**src/rtl/dmem_arbiter.sv**
```systemverilog
// dmem_arbiter: shares a single-port data memory between a priority pipeline port and a DMA port.
// Defining ALIGN_CHECK_EN adds p0_err/p1_err and suppresses misaligned/out-of-range accesses.
module dmem_arbiter #(
    parameter int ADDR_W     = 10,
    parameter int STARVE_MAX = 4
) (
    input  logic              clk,
    input  logic              rst,
    input  logic              p0_req,
    input  logic              p0_we,
    input  logic [31:0]       p0_addr,
    input  logic [31:0]       p0_wdata,
    output logic              p0_gnt,
    output logic              p0_rvalid,
    output logic [31:0]       p0_rdata,
    input  logic              p1_req,
    input  logic              p1_we,
    input  logic [31:0]       p1_addr,
    input  logic [31:0]       p1_wdata,
    output logic              p1_gnt,
    output logic              p1_rvalid,
    output logic [31:0]       p1_rdata,
`ifdef ALIGN_CHECK_EN
    output logic              p0_err,
    output logic              p1_err,
`endif
    output logic              mem_en,
    output logic              mem_we,
    output logic [ADDR_W-1:0] mem_addr,
    output logic [31:0]       mem_wdata,
    input  logic [31:0]       mem_rdata
);
    localparam int CW = $clog2(STARVE_MAX + 1);
    typedef enum logic [1:0] {NONE, OWN0, OWN1} owner_t;
    owner_t        rd_owner;
    logic [CW-1:0] starve_cnt;
    logic          force1, g_any, g_we, bad, rd_bad;
    logic [31:0]   g_addr, g_wdata;
    logic          unused_addr;
    always_comb begin
        force1    = starve_cnt == CW'(STARVE_MAX);
        p1_gnt    = !rst && p1_req && (!p0_req || force1);
        p0_gnt    = !rst && p0_req && !p1_gnt;
        g_any     = p0_gnt || p1_gnt;
        g_we      = p1_gnt ? p1_we : p0_we;
        g_addr    = p1_gnt ? p1_addr : p0_addr;
        g_wdata   = p1_gnt ? p1_wdata : p0_wdata;
`ifdef ALIGN_CHECK_EN
        bad       = (|g_addr[1:0]) || (|g_addr[31:ADDR_W+2]);
`else
        bad       = 1'b0;
`endif
        mem_en    = g_any && !bad;
        mem_we    = mem_en && g_we;
        mem_addr  = mem_en ? g_addr[ADDR_W+1:2] : '0;
        mem_wdata = mem_en ? g_wdata : '0;
    end
    assign unused_addr = ^{g_addr[31:ADDR_W+2], g_addr[1:0]};
    always_ff @(posedge clk) begin
        if (rst) begin
            starve_cnt <= '0;
            rd_owner   <= NONE;
            rd_bad     <= 1'b0;
        end else begin
            starve_cnt <= (p1_req && !p1_gnt) ? (force1 ? starve_cnt : starve_cnt + 1'b1) : '0;
            rd_owner   <= (g_any && !g_we) ? (p1_gnt ? OWN1 : OWN0) : NONE;
            rd_bad     <= bad;
        end
    end
`ifdef ALIGN_CHECK_EN
    always_ff @(posedge clk) begin
        if (rst) begin
            p0_err <= 1'b0;
            p1_err <= 1'b0;
        end else begin
            p0_err <= p0_gnt && bad;
            p1_err <= p1_gnt && bad;
        end
    end
`endif
    // rvalid is masked during reset so a pending read never surfaces while rst is high
    assign p0_rvalid = !rst && rd_owner == OWN0;
    assign p1_rvalid = !rst && rd_owner == OWN1;
    assign p0_rdata  = (p0_rvalid && !rd_bad) ? mem_rdata : '0;
    assign p1_rdata  = (p1_rvalid && !rd_bad) ? mem_rdata : '0;
endmodule

```
**config.mk**
```make
export PLATFORM = sky130hd
export DESIGN_NAME = dmem_arbiter
export DESIGN_NICKNAME = d
export VERILOG_FILES = /design/src/rtl/dmem_arbiter.sv
export SDC_FILE = /design/constraint.sdc
export NUM_CORES = 1
export LEC_CHECK = 0
export CAP_MARGIN = 20
export CORE_AREA = 2 2 107 109
export CTS_CLUSTER_SIZE = 16
export DETAILED_ROUTE_END_ITERATION = 10
export DIE_AREA = 0 0 109 111
export GPL_ROUTABILITY_DRIVEN = 0
export PLACE_DENSITY_LB_ADDON = 0.12
export SYNTH_ARGS = -nofsm -noshare
export SYNTH_HDL_FRONTEND = slang
export SYNTH_SLANG_ARGS = --single-unit
```
**constraint.sdc**
```tcl
create_clock -name clk -period 2 [get_ports clk]
set_input_delay 0.4 -clock clk [delete_from_list [all_inputs] [get_ports clk]]
set_output_delay 0.4 -clock clk [all_outputs]
set_load 0.02 [all_outputs]
```
=== Yosys cells after proc, flatten, opt, wreduce, memory -nomap -nowiden ===
Cells that the tools add are included.

* ROM bits: 0
* Register bits after elaboration: 5
* RAM bits: 0
* Latch bits: 0
* Memories: 0
* Output and inout port bits: 112

* Shifts and indexed selects: 0
* Magnitude comparators: 0
* Reduce and logical (&&, ||, !) cells: 17
* Mux-type cells: 8
* $add $sub $neg: 1
* Bitwise gates (word level): 2
* Divide/modulo/power cells: 0
* Eq/ne operators: 3
* Multipliers: 0

{| class="wikitable"
|+ Operator list
! operator !! count
|-
| 32-bit two-way mux || 4
|-
| 12-bit two-way mux || 1
|-
| 10-bit two-way mux || 1
|-
| 1-bit logical AND || 9
|-
| 1-bit logical NOT || 4
|-
| 2-bit OR reduction || 2
|-
| 3-bit by 1-bit adder with 3-bit output (second input constant) || 1
|-
| 3-bit == test (second input constant) || 1
|-
| 2-bit by 1-bit == test with 1-bit output (second input constant) || 1
|-
| 2-bit == test (second input constant) || 1
|-
| 1-bit logical OR || 2
|-
| 2-bit two-way mux || 1
|-
| 1-bit inverter || 2
|-
| 1-bit two-way mux || 1
|}

=== Logic depth before layout (Yosys ltp) ===
Gate-level depths: netlist of the first run.

* Depth after elaboration: 9
* Gate-level depth with buffers: 7
* Mapped depth without buffers: 5

=== Worst setup path after synthesis of the first run ===
No wires, ideal clock.

* Path kind: reg2out
* Start: reg starve_cnt[0]
* End: out mem_wdata[10]
* Slack: 53 ps
* Stages on the path, launching flop included: 7
* Arrival time: 1,547 ps
* Data required time: 1,600 ps
* Buffers on the path: 1
* Path through: dfxtp_1 -> inv_1 -> ha_1 -> a21boi_4 -> nor2_8 -> buf_8 -> mux2i_1

* Longest elaborated chain between the ends: 7

{| class="wikitable"
|+ RTL lines
! item !! line !! RTL
|-
| from (decl) || 36 || <nowiki>logic [CW-1:0] starve_cnt;</nowiki>
|-
| from (signal assigned) || 65 || <nowiki>starve_cnt <= (p1_req && !p1_gnt) ? (force1 ? starve_cnt : starve_cnt + 1'b1) : '0;</nowiki>
|-
| 3-bit == test (*) || 41 || <nowiki>force1 = starve_cnt == CW'(STARVE_MAX);</nowiki>
|-
| 1-bit logical OR (*) || 42 || <nowiki>p1_gnt = !rst && p1_req && (!p0_req || force1);</nowiki>
|-
| 1-bit logical AND (*) || 42 ||
|-
| net p1_gnt || 20 || <nowiki>output logic p1_gnt,</nowiki>
|-
| 1-bit logical NOT || 43 || <nowiki>p0_gnt = !rst && p0_req && !p1_gnt;</nowiki>
|-
| 1-bit logical AND || 43 ||
|-
| 1-bit logical OR || 44 || <nowiki>g_any = p0_gnt || p1_gnt;</nowiki>
|-
| 32-bit two-way mux (*) || 56 || <nowiki>mem_wdata = mem_en ? g_wdata : '0;</nowiki>
|-
| to (decl) || 30 || <nowiki>output logic [31:0] mem_wdata,</nowiki>
|}

Mark *: on every way through the listed nets, which the timed path passes. The rest lies on a longest branch.

=== Worst setup path after layout of the first run ===
* Start: reg starve_cnt[1]
* End: out mem_wdata[16]

* Longest elaborated chain between the ends: 7

{| class="wikitable"
|+ RTL lines
! item !! line
|-
| 3-bit == test (*) || 41
|-
| 1-bit logical OR (*) || 42
|-
| 1-bit logical AND (*) || 42
|-
| 1-bit logical NOT || 43
|-
| 1-bit logical AND || 43
|-
| 1-bit logical OR || 44
|-
| 32-bit two-way mux (*) || 56
|}

Mark *: on every way between the ends. The rest lies on a longest branch, timed or not.

==> out/results.ini, run 1 <==
[pwr]
power_mw = 1.13
sw_frac_of_total_pct = 32.6
power_frac_seq_pct = 9.3
leakage_nw = 1.97
p_switching_mw = 0.370
combPwrFrac_pct = 61.3
internal_power_mw = 0.764
clkPwrFrac_pct = 29.3
irDropWorstVdd_mv = 0.178
p_per_area_nw_per_um2 = 267

[setup_path]
criticalPathCategory = reg -> out
r2r_start = starve_cnt[0]
crit_path_end_kind = output port
worst_ep_required_time_ns = 1.60
r2r_slack_ns = 0.85
reg2reg_depth = 6
r2r_end = rd_owner[0]
cp-start-kind = register
crit_fanout = 4
arrival_ns = 1.54

[synthesis]
ys_seq_elements = 5
yosysWarnings = 0
synthFlopType = dfxtp_1
syn_nets = 413
syn_inst = 245
netlist_area_um2 = 1650
avgSynthCellArea_um2 = 6.72
synth_cell_type_count = 26
synth_seq_area_share_pct = 6.08
synth-edff-count = 0
synthArstFlopShare_pct = 0

[finish]
antenna-diode-count = 0
syn2layout_area_growth_pct = 158
final_cell_mix = clkdlybuf4s50_1 (118), and2_1 (66), nand3_1 (48)
utilization_pct = 38.4
fin_cells = 634
drive_gt1_share_pct = 26.1
nNetsFinal = 660
final_cell_area_um2 = 4250
layout_commonest_cell = clkdlybuf4s50_1

[cts]
numCtsBuffers = 3
cts_htree_levels = 1
cts_root_buffer = clkbuf_16
clk_pin_slew_ns = 0.03
clock-sinks = 5
worstSkewPairLatency_ns = 0.23
clock_path_buffers = 2
cts_tree = done

[job]
cap_violations = 0

[timing]
fmax_mhz = 515
rsz0062_at_grt = yes
finalSetupTns_ns = 0
fin_hold_ws_ns = 0.514
worst_slack_ns = 0.0575
timing.final.hold_violations = 0
skew_ns = 0.000279
period_share_pct = 97.1
worstMarginPinSlew_ns = 0.288
min_period_ns = 1.94
relSlewSlack_pct = 80.8
slew_violations = 0
setup_violations = 0

[floorplanning]
die_h_um = 111
die_area_um2 = 12100
rows = 39
ioPinCount = 278
core_area_um2 = 11100
initial_utilization_pct = 14.9
fp.dieW_um = 109

[drt]
antenna_left = 0
wirelength_mm = 8.47
post_drt_wl_per_cell_um = 13.4
drt_iter0_drc = 113
via_count = 2618
drc = 0
via_per_inst = 4.13
drtPass1Iterations = 4

[outcome]
outcome = completed

[global_route]
grt.overflow.total = 0
antenna_found_initial = 0
grt_pass1_wl_mm = 12.9
grt_max_degree = 34
track_usage_pct = 13.3
grt_pass1_vias = 2596

[place]
place_ws_ns = -0.749
io_buffers = 233
place_area_um2 = 4220
placedCellCount = 616
dp_hpwl_mm = 6.77

[worst_hold_path]
min-delay-start = starve_cnt[0]
holdPathEnd = starve_cnt[0]
worstHoldPathCells = 2
hold_class = reg -> reg

-- cells by family after synthesis --
group	count (synthesis)	share of synthesized area [%]
multiplexers	15	9.13
buffers and inverters	41	13.5
AND/OR/NAND/NOR	149	55.6
flip-flops	5	6.08
adder cells (fa/ha/maj)	2	1.52
AO/OA/AOI/OAI	33	14.1
-- flip-flops by register name, indices dropped and copies added (netlist names) --
name / cells
starve_cnt: 3
rd_owner: 2
-- layer usage --
metal / vias up / global-route usage [%] / part of all wire [%]
met5: - / 0 / 0
met4: 0 / 2.39 / 0.57
met3: 5 / 4.76 / 12
met2: 140 / 25.7 / 52
met1: 1163 / 13.4 / 35
li1: 1310 / - / -
-- power by group through the flow --
stage	combinational [mW]	sequential, mW	clock, mW
2_1_floorplan	0.282	0.106	0
3_3_place_gp	0.725	0.106	0
3_5_place_dp	0.727	0.106	0
4_1_cts	0.687	0.105	0.340
5_1_grt	0.748	0.106	0.347
6_report	0.696	0.106	0.333
-- cell usage after synthesis, types with 4 or more instances --
cell type	instances	area, um2
a21oi_1	20	100
a21oi_2	10	87.6
and2_1	66	413
buf_2	5	25.0
buf_4	5	37.5
clkbuf_1	7	26.3
clkbuf_2	4	20.0
dfxtp_1	5	100
inv_1	16	60.1
mux2i_1	15	150
nand2_1	14	52.6
nand3_1	49	245
nand3_2	10	100
nor3b_2	4	50.1
-- critical path: stages (launching register included) --
cell and delay (ns):
dfxtp_2 0.31, inv_2 0.06, ha_4 0.17, a21boi_4 0.08
buf_6 0.15, nor2_4 0.17, mux2i_1 0.21, buf_4 0.16
-- what timing repair did --
action | CTS | global route
hold buffers | 0 | 0
pin swaps | 7 | 2
gates resized for setup | 297 | 36
setup buffers | 11 | 2
endpoints found under the setup margin | 112 | 84
gates cloned | 3 | 0
-- worst max-delay path by stage --
stage / startpoint / end / slack (ns) / cells past startpoint
3_5_place_dp: rst / mem_wdata[8] / -0.75 / 5
5_1_grt: starve_cnt[0] / mem_wdata[15] / -0.06 / 7
3_3_place_gp: rst / mem_wdata[1] / -0.71 / 5
2_1_floorplan: starve_cnt[0] / mem_wdata[10] / 0.05 / 6
4_1_cts: rst / p1_rdata[9] / 0.02 / 5
6_report: starve_cnt[1] / mem_wdata[16] / 0.06 / 7
-- layout make-up --
type                    count  area [um2]
flip-flops and latches      5         103
well taps                 143         179
fillers                  1222        6830
clock buffers               4        78.8
multi-input cells         201        1390
repair buffers            265        2440
inverters                  16        60.1
Power figures use the tool's default switching activity.
==> run 2, diff against run 1 <==
--- a/config.mk
+++ b/config.mk
@@ -7,7 +7,7 @@
 export LEC_CHECK = 0
 export CAP_MARGIN = 20
 export CORE_AREA = 2 2 107 109
-export CTS_CLUSTER_SIZE = 16
+export CTS_CLUSTER_SIZE = 12
 export DETAILED_ROUTE_END_ITERATION = 10
 export DIE_AREA = 0 0 109 111
 export GPL_ROUTABILITY_DRIVEN = 0
==> results of run 2 <==
Final layout, timing and power as in run 1 (identical DEF).
==> run 3, diff against run 2 <==
--- a/config.mk
+++ b/config.mk
@@ -6,10 +6,10 @@
 export NUM_CORES = 1
 export LEC_CHECK = 0
 export CAP_MARGIN = 20
-export CORE_AREA = 2 2 107 109
+export CORE_AREA = 3 3 108 110
 export CTS_CLUSTER_SIZE = 12
 export DETAILED_ROUTE_END_ITERATION = 10
-export DIE_AREA = 0 0 109 111
+export DIE_AREA = 0 0 111 113
 export GPL_ROUTABILITY_DRIVEN = 0
 export PLACE_DENSITY_LB_ADDON = 0.12
 export SYNTH_ARGS = -nofsm -noshare
==> run 3 against run 2 <==
Compared with the run above:
- the flow now finishes with violations (setup timing)
- routed wire length up 8.8%
- via count up 2.1%
- global-route usage up 0.61 points
- critical path depth is 1 higher
- combinational power increased by 3.9%
- sequential power hardly changed
- sequential cell count did not move
- worst hold slack gained 0.095 ns
- maximum frequency shrank 3.9%
- design area decreased by 2.6%
- critical endpoint is now mem_wdata[8]
- largest power group unchanged
- highest routed layer unchanged
==> out/results.ini, run 3 (synthesis gave the netlist of run 1 again) <==
[outcome]
outcome = finished with violations
violations = setup timing

[timing]
fmax_mhz = 495  ; -3.9%
worstMarginPinSlew_ns = 0.278  ; -0.00982 ns
min_period_ns = 2.02  ; +0.0787 ns
setup_violations = 1  ; +1
relSlewSlack_pct = 81.4  ; +0.63 points
skew_ns = 0.0000603  ; -0.000219 ns
timing.final.hold_violations = 0  ; unchanged
period_share_pct = 101  ; +3.9 points
slew_violations = 0  ; unchanged
worst_slack_ns = -0.0212  ; -0.0787 ns
rsz0062_at_grt = yes

[finish]
multi_input_area_um2 = 1410  ; +1.4%
antenna-diode-count = 0  ; unchanged
fin_cells = 635  ; +0.16%
top_regs = starve_cnt (3), rd_owner (2)
utilization_pct = 38.3  ; about the same
seq_area_um2 = 103  ; unchanged
drive_gt1_share_pct = 39.8  ; +14 points
fillers = 1184  ; -3.1%
syn2layout_area_growth_pct = 152
regMostFlops = starve_cnt
largest_reg_flops = 3  ; unchanged
final_cell_mix = clkdlybuf4s50_1 (118), and2_1 (64), buf_2 (64)
layout_commonest_cell = clkdlybuf4s50_1
nNetsFinal = 664  ; +0.61%

[global_route]
grt_max_degree = 20  ; -41%
grt_pass1_wl_mm = 14.3  ; +11%
track_usage_pct = 13.9  ; +0.61 points
antenna_found_initial = 0  ; unchanged
grt.overflow.total = 0  ; unchanged
grt_pass1_vias = 2752  ; +6.0%

[pwr]
irDropWorstVdd_mv = 0.206  ; +16%
leakage_nw = 1.95  ; -0.84%
combPwrFrac_pct = 71.2  ; +9.9 points
sw_frac_of_total_pct = 35.7  ; +3.0 points
internal_power_mw = 0.653  ; -15%
p_switching_mw = 0.362  ; -2.1%
clkPwrFrac_pct = 18.4  ; -11 points
power_frac_seq_pct = 10.4  ; +1.1 points
p_per_area_nw_per_um2 = 245  ; -8.0%
power_mw = 1.02  ; -10%

[cts]
clock-sinks = 5  ; unchanged
cts_tree = done
numCtsBuffers = 3  ; unchanged
worstSkewPairLatency_ns = 0.22  ; about the same
clock_path_buffers = 2  ; unchanged
cts_root_buffer = clkbuf_8
clk_pin_slew_ns = 0.03  ; about the same
cts_htree_levels = 1  ; unchanged

[setup_path]
critPathTopFamily = buffers and inverters
r2r_start = starve_cnt[0]
critPathSlowestCell = dfxtp_2
cp_num_buf_inv = 4  ; +1
worst_ep_required_time_ns = 1.60  ; about the same
critical_path.cell_chain = inv_2 > ha_4 > a21boi_4 > buf_6 > nor2_8 > buf_12 > mux2i_1 > buf_4
slowest_delay_ns = 0.33  ; +0.02 ns
cp-start-kind = register
criticalPathCategory = reg -> out
arrival_ns = 1.62  ; +0.08 ns
critPathLaunch = starve_cnt[0]
crit_fanout = 6  ; +2
crit_path_end_kind = output port

[floorplanning]
core_area_um2 = 10800  ; -2.6%
die_h_um = 113  ; +1.8%
fp.dieW_um = 111  ; +1.8%
die_area_um2 = 12500  ; +3.7%
rows = 38  ; -2.6%
ioPinCount = 278  ; unchanged
initial_utilization_pct = 15.2  ; +0.39 points

[drt]
via_count = 2673  ; +2.1%
antenna_left = 0  ; unchanged
via_per_inst = 4.21  ; +1.9%
drt_iter0_drc = 76  ; -33%
drc = 0  ; unchanged
drtPass1Iterations = 4  ; unchanged
post_drt_wl_per_cell_um = 14.5  ; +8.7%
wirelength_mm = 9.22  ; +8.8%

[place]
io_buffers = 233  ; unchanged
placedCellCount = 613  ; -0.49%
place_ws_ns = -0.742  ; +0.00686 ns
dp_hpwl_mm = 7.11  ; +5.0%

[worst_hold_path]
hold_class = reg -> reg
min-delay-start = starve_cnt[0]

[job]
cap_violations = 0  ; unchanged

[run 3: cell count changes in the layout (fill, tap and decap cells not counted), sizes merged]
cell	before	now
buf	77	143
dlygate4sd2	34	3
clkdlybuf4s15	32	3
clkbuf	8	7
nor2	5	4
[run 3: repair_timing]
item	CTS	global route
setup endpoints to repair	112	99
buffers inserted	13	1
resized for setup	486	34
hold buffers	0	0
gates cloned	4	0
pin swaps	7	2
[run 3: worst register-to-register path, cell delays in order, from the launching register on]
cell and delay, ns:
dfxtp_2 0.33, inv_2 0.05, ha_4 0.18, a21boi_4 0.19, nor2_4 0.06, buf_6 0.12
buf_6 0.11, buf_4 0.12, nor3b_2 0.13
[run 3: layout make-up]
cell class | count | area share (%)
timing repair buffer | 270 | 56.7
multi-input combinational | 200 | 34.0
tap | 140 | 4.23
sequential | 5 | 2.48
inverter | 16 | 1.45
clock buffer | 4 | 1.09
[run 3: per-layer routing]
layer	wire length [um]	global-route usage, %	part of all wire, %	vias to the layer above
li1	-	-	-	1317
met1	3590	15.2	39	1206
met2	4670	26.3	51	142
met3	871	5.19	9.4	8
met4	92	1.81	1.0	0
met5	0	0	0	-
[run 3: final timing paths]
kind                    to  slack [ns]  depth (start not counted)
max           mem_wdata[8]       -0.02                          8
min          starve_cnt[0]        0.61                          3
max reg2reg    rd_owner[0]        0.63                          8
min reg2reg  starve_cnt[0]        0.61                          3
[run 3: power groups by stage]
stage | Sequential, mW | Clock (mW) | Combinational (mW)
after floorplan | 0.106 | 0 | 0.282
after global placement | 0.106 | 0 | 0.731
after detailed placement | 0.106 | 0 | 0.733
after CTS | 0.106 | 0.188 | 0.720
after global routing | 0.106 | 0.200 | 0.775
final | 0.106 | 0.187 | 0.723
[run 3: metrics by stage]
| stage | area [um2] | setup TNS, ns | hold WS (ns) |
|---|---|---|---|
| after global routing | 4140 | -0.950 | 0.633 |
| after CTS | 4120 | -0.228 | 0.603 |
| after detailed placement | 4220 | -73.36 | 0.503 |
| final | 4140 | -0.0212 | 0.608 |
| after floorplan | 1650 | 0 | 0.470 |
| after global placement | 4220 | -71.91 | 0.495 |
==> RTL change 1: new RTL, config.mk and constraints of run 1 <==
The option `ALIGN_CHECK_EN` is turned on by a define.
--- a/src/rtl/dmem_arbiter.sv
+++ b/src/rtl/dmem_arbiter.sv
@@ -1,5 +1,7 @@
 // dmem_arbiter: shares a single-port data memory between a priority pipeline port and a DMA port.
 // Defining ALIGN_CHECK_EN adds p0_err/p1_err and suppresses misaligned/out-of-range accesses.
+`define ALIGN_CHECK_EN
+
 module dmem_arbiter #(
     parameter int ADDR_W     = 10,
     parameter int STARVE_MAX = 4
Behaviour (old outputs only; new: p0_err and p1_err): not the same (a bounded check fails within 4 cycles, from zero or initial values and one cycle with rst high).
==> RTL change 1 against run 1 <==
- the flow now finishes with violations (negative setup slack)
- setup slack lost 0.59 ns
- synthesized area is 14% higher
- power is 3.0% higher
- critical path type is now in2out
- highest routed layer unchanged
- first-iteration DRC count decreased by 26%
- cell area up 34%
- sequential cell count is 3 higher
- combinational power is 5.2% lower
- count of clock-buffer cells in the layout down 1
- sequential power up 61%
- routed wire length increased by 25%
==> RTL change 1: results (changes against run 1) <==
* DRT iter0 DRCs at 84 (-26%)
* Largest net degree at the start of global routing at 33 (-2.9%)
* Warnings from Yosys at 0 (unchanged)
* Synth top area cells: mux2i_1 (23%), and2_1 (22%), nor3_2 (21%), dfxtp_1 (8.5%), buf_12 (5.3%)
* Gr usage total at 0.165 (+0.0323)
* First-pass GRT wire length at 15700 um (+22%)
* Nets at 700 (+6.1%)
* Leakage at 2.53 nW (+28%)
* # fillers at 1049 (-14%)
* Drt first pass iters at 4 (unchanged)
* Die Wd at 109 um (unchanged)
* Worst Path Max Fanout at 7 (+3)
* Clk_skew at 0.000606 ns (+0.000327 ns)
* Antenna viol nets, final at 0 (unchanged)
* Post-DP HPWL at 8300 um (+23%)
* Htree depth at 1 (unchanged)
* Worst-Skew Late Latency at 0.23 ns (about the same)
* Final WS setup at -0.534 ns (-0.591 ns)
* Switch Pwr at 334 uW (-9.7%)
* Vias at 2874 (+9.8%)
* Wire length on met3 at 1240 um (+18%)
* Worst hold path type: reg2reg
* Share of post-route cells with drive strength above 1 at 0.485 (+0.224)
* DP Worst Slack at -1.29 ns (-0.537 ns)
* Ys async rst share at 0 (unchanged)
* Post-synth top area share at 0.230 (-0.0213)
* CTS Buf Count at 3 (unchanged)
* Most frequent cells after synthesis: and2_1 (67), mux2i_1 (43), nor3_2 (39)
* VDD IR max at 215 uV (+21%)
* Outcome: finished with violations
* Worst Path Arrival at 2.13 ns (+0.59 ns)
* Clock transition at the registers of the reported paths at 0.04 ns
* Register area share after synthesis at 0.0854 (+0.0246)
* Most used DFF post-synth: dfxtp_1
* Placed cell area at 5280 sq um (+25%)
* Max-Slew Margin vs Limit at 0.728 (-0.0801)
* CTS Hold Buffers Added at 0 (unchanged)
* Utilization after layout at 0.515 (+0.131)
* Met1 Routed Length at 3320 um (+13%)
* Clock root buffer: clkbuf_16
* Routed length on met2 at 5820 um (+31%)
* Routed WL at 10600 um (+25%)
* Antenna diodes at 0 (unchanged)
* Antenna violations before repair at 0 (unchanged)
* Violated checks: negative setup slack
* Vias in the first global route at 2994 (+15%)
* Setup Viol. Count Final at 45 (+45)
* Top Registers: starve_cnt: 3 flops, rd_owner: 2 flops
* Port bufs at 279 (+20%)
* CTS Buffer Depth at 2 (unchanged)
* Syn_nets at 389 (-5.8%)
* Uppermost layer routed: met4
* Post-synthesis cell type count at 28 (+7.7%)
-- RTL change 1: cell count changes after synthesis, sizes merged, moves of 4 or more --
cell,change
nand2,-14
inv,-14
nor4,+10
nor2,+4
nor3,+43
nand3,-59
mux2i,+28
buf,-4
a21oi,-29
-- RTL change 1: cell families after synthesis --
group | synth area share
mux | 0.230
fa+ha+maj | 0.0133
buf+inv | 0.0901
compound gates | 0.0294
simple gates | 0.552
flops | 0.0854
-- RTL change 1: stage by stage --
step | cells | TNS, ns
floorplan | 221 | -13.17
global placement | 650 | -103.91
detailed placement | 650 | -104.96
CTS | 674 | -21.16
global route | 673 | -22.27
finish | 673 | -19.78
-- RTL change 1: worst paths after layout --
check	slack, ns	cells after the start	end	startpoint
max reg2reg	0.26	9	p0_err	starve_cnt[0]
max	-0.53	8	mem_wdata[1]	p1_addr[19]
min reg2reg	0.53	2	starve_cnt[0]	starve_cnt[0]
min	0.53	2	starve_cnt[0]	starve_cnt[0]
-- RTL change 1: repair_timing --
action | in CTS | in global routing
pin swaps | 18 | 22
resized for setup | 538 | 104
endpoints found under the setup margin | 114 | 107
cloned | 6 | 1
buffers inserted | 15 | 5
-- RTL change 1: final cells by class --
class,instances,area share
clock buffers,3,0.0132
inverters,2,0.00132
multi-input cells,191,0.367
repair buffers,326,0.558
well taps,143,0.0314
flip-flops and latches,8,0.0290
-- RTL change 1: worst max-delay path, cell delays in order --
cell	delay, ns
buf_6	0.09
or4_4	0.54
nor4b_4	0.25
o2bb2a_4	0.22
buf_12	0.14
buf_16	0.15
nor3_4	0.19
buf_6	0.14
-- RTL change 1: power groups by stage --
stage / sequential, mW / combinational, mW / clock, mW
global placement: 0.171 / 0.617 / 0
floorplan: 0.173 / 0.193 / 0
finish: 0.171 / 0.660 / 0.336
global route: 0.172 / 0.706 / 0.350
detailed placement: 0.171 / 0.624 / 0
CTS: 0.171 / 0.641 / 0.346
-- RTL change 1: layer usage --
layer | GRT usage | up-vias
met3 | 0.0517 | 16
met1 | 0.162 | 1285
met5 | 0 | -
met2 | 0.323 | 168
li1 | - | 1405
met4 | 0.0436 | 0
==> RTL change 2: new RTL, config.mk and constraints of run 1 <==
Without the edit above. Re-encode `owner_t` (3 values) as one-hot, 3 bits wide.
--- a/src/rtl/dmem_arbiter.sv
+++ b/src/rtl/dmem_arbiter.sv
@@ -31,7 +31,7 @@
     input  logic [31:0]       mem_rdata
 );
     localparam int CW = $clog2(STARVE_MAX + 1);
-    typedef enum logic [1:0] {NONE, OWN0, OWN1} owner_t;
+    typedef enum logic [2:0] {NONE = 3'b001, OWN0 = 3'b010, OWN1 = 3'b100} owner_t;
     owner_t        rd_owner;
     logic [CW-1:0] starve_cnt;
     logic          force1, g_any, g_we, bad, rd_bad;
Check against the original RTL: no difference found for any inputs over 10 cycles, from zero or initial values; not proved beyond that.
==> RTL change 2 against run 1 <==
- the flow now finishes with violations (negative setup slack)
- power up 6.9%
- setup slack got worse by 0.23 ns
- routed wire length grew 23%
- hold slack improved by 0.0095 ns
- sequential cell count rose by 1
- clock skew grew 0.0022 ns
- global-route usage up 2.1 points
- cell area increased by 11%
- synthesized area is 4.2% lower
- sequential power grew 21%
- critical path type unchanged
- largest cell class unchanged
- highest routed layer unchanged
==> RTL change 2: results (changes against run 1) <==
* Cell Int Power at 834 uW (+9.1%)
* Share of post-route cells with drive strength above 1 at 0.414 (+0.153)
* # fillers at 1160 (-5.1%)
* Vias in the first global route at 2910 (+12%)
* Syn_nets at 424 (+2.7%)
* Worst Path Max Fanout at 13 (+9)
* Most frequent cells after synthesis: nand3_1 (86), and2_1 (66), a21oi_1 (44)
* CTS Buffer Depth at 2 (unchanged)
* Worst path top cell family by delay: buffers and inverters
* Synth top area cells: nand3_1 (27%), and2_1 (26%), a21oi_1 (14%), buf_6 (7.9%), dfxtp_1 (7.6%)
* Slowest Stage Delay on Critical Path at 0.32 ns
* Violated checks: negative setup slack
* Via density at 4.44 (+7.4%)
* Final WS setup at -0.174 ns (-0.232 ns)
* DRT iter0 DRCs at 111 (-1.8%)
* Most used DFF post-synth: dfxtp_1
* R2R setup slack at 0.34 ns (-0.51 ns)
* Setup TNS at -5.90 ns (-5.90 ns)
* CTS Buf Count at 3 (unchanged)
* R2R Path Start: starve_cnt[0]
* Top Registers: rd_owner: 3 flops, starve_cnt: 3 flops
* Post-DP HPWL at 6430 um (-5.0%)
* CP max-delay cell: dfxtp_2
* VDD IR max at 201 uV (+13%)
* Antenna violations before repair at 0 (unchanged)
* Routed WL at 10400 um (+23%)
* Clk_skew at 0.00249 ns (+0.00221 ns)
* Post-synthesis cell type count at 20 (-23%)
* Worst reg2reg path depth at 11 (+5)
* Outcome: finished with violations
* Gr usage total at 0.154 (+0.0209)
* First-pass GRT wire length at 14700 um (+14%)
* Worst Tran Pin Value at 0.488 ns (+0.201 ns)
* Footprint of the multi-input gates at 1520 sq um (+9.7%)
* Register area share after synthesis at 0.0762 (+0.0154)
* Hold Crit Start: starve_cnt[0]
* Setup Viol. Count Final at 45 (+45)
* Largest net degree at the start of global routing at 51 (+50%)
* Reg2reg end: rd_owner[2]
* Clock root buffer: clkbuf_16
* Leakage at 2.05 nW (+3.9%)
* Worst hold path type: reg2reg
* Hold path cells at 2 (unchanged)
* Clock transition at the registers of the reported paths at 0.03 ns (about the same)
* Worst hold slack at 0.523 ns (+0.00953 ns)
* Nets at 680 (+3.0%)
* Antenna diodes at 0 (unchanged)
* Worst Path Arrival at 1.77 ns (+0.23 ns)
* Worst-Skew Late Latency at 0.23 ns (about the same)
* Worst hold endpoint: starve_cnt[0]
* Placed cell area at 4100 sq um (-2.9%)
* Drt first pass iters at 4 (unchanged)
* Htree depth at 1 (unchanged)
* DP Worst Slack at -0.621 ns (+0.128 ns)
[RTL change 2: cell count changes in the layout (fill, tap and decap cells not counted), sizes merged, moves of 4 or more]
cell           before  now
buf                77   95
nor3b               4    0
clkdlybuf4s15      32   18
mux2i              15    1
dlygate4sd2        34    7
inv                16    2
a21oi              30   44
nand3              59   87
clkbuf              8   46
nand2              14    2
[RTL change 2: worst min-delay path, stage by stage, from the launching register on]
cell and delay (ns):
dfxtp_2 0.31, inv_2 0.07, and2_1 0.11
[RTL change 2: through the flow]
stage,total power [mW],std cells
6_report,1.21,653
5_1_grt,1.28,653
4_1_cts,1.20,649
3_5_place_dp,0.742,618
3_3_place_gp,0.739,618
2_1_floorplan,0.347,256
[RTL change 2: worst max path at each step]
stage                        startpoint             to  slack [ns]  depth (start not counted)
final                     starve_cnt[0]  mem_wdata[10]       -0.17                          9
after global routing      starve_cnt[0]   mem_wdata[4]       -0.23                          9
after CTS                 starve_cnt[0]   mem_wdata[5]       -0.23                         10
after detailed placement         p0_req    mem_addr[6]       -0.62                          6
after global placement           p0_req    mem_addr[5]       -0.58                          6
after floorplan           starve_cnt[0]    mem_addr[1]        0.12                          6
[RTL change 2: power by group through the flow]
| stage | clock, mW | combinational (mW) | sequential [mW] |
|---|---|---|---|
| 2_1_floorplan | 0 | 0.218 | 0.129 |
| 3_3_place_gp | 0 | 0.610 | 0.129 |
| 3_5_place_dp | 0 | 0.613 | 0.130 |
| 4_1_cts | 0.325 | 0.744 | 0.128 |
| 5_1_grt | 0.335 | 0.812 | 0.128 |
| 6_report | 0.320 | 0.764 | 0.128 |
[RTL change 2: logic make-up (layout without fill, tap and decap cells)]
group / Yosys count / after routing / share of synthesized area
adders and majority gates: 2 / 2 / 0.0159
DFF: 6 / 6 / 0.0762
and+or+nand+nor: 168 / 168 / 0.611
muxes: 1 / 1 / 0.00635
buffers and inverters: 33 / 287 / 0.140
AOI/OAI and AO/OA: 46 / 46 / 0.151
[RTL change 2: per-layer routing]
metal | GRT usage | wire, um | share of wire
met5 | 0 | 0 | 0
met4 | 0.0393 | 157 | 0.015
met3 | 0.0335 | 1020 | 0.098
met2 | 0.305 | 5500 | 0.53
met1 | 0.157 | 3750 | 0.36
[RTL change 2: what timing repair did]
item | CTS | global route
pin swaps | 29 | 5
resized for setup | 364 | 143
buffers inserted | 20 | 2
gates cloned | 8 | 3
setup endpoints to repair | 112 | 108
[RTL change 2: cell type report]
cell class | count | area share
inverter | 2 | 0.00159
multi-input combinational | 217 | 0.323
clock buffer | 3 | 0.0159
tap | 143 | 0.0379
timing repair buffer | 282 | 0.596
sequential | 6 | 0.0260
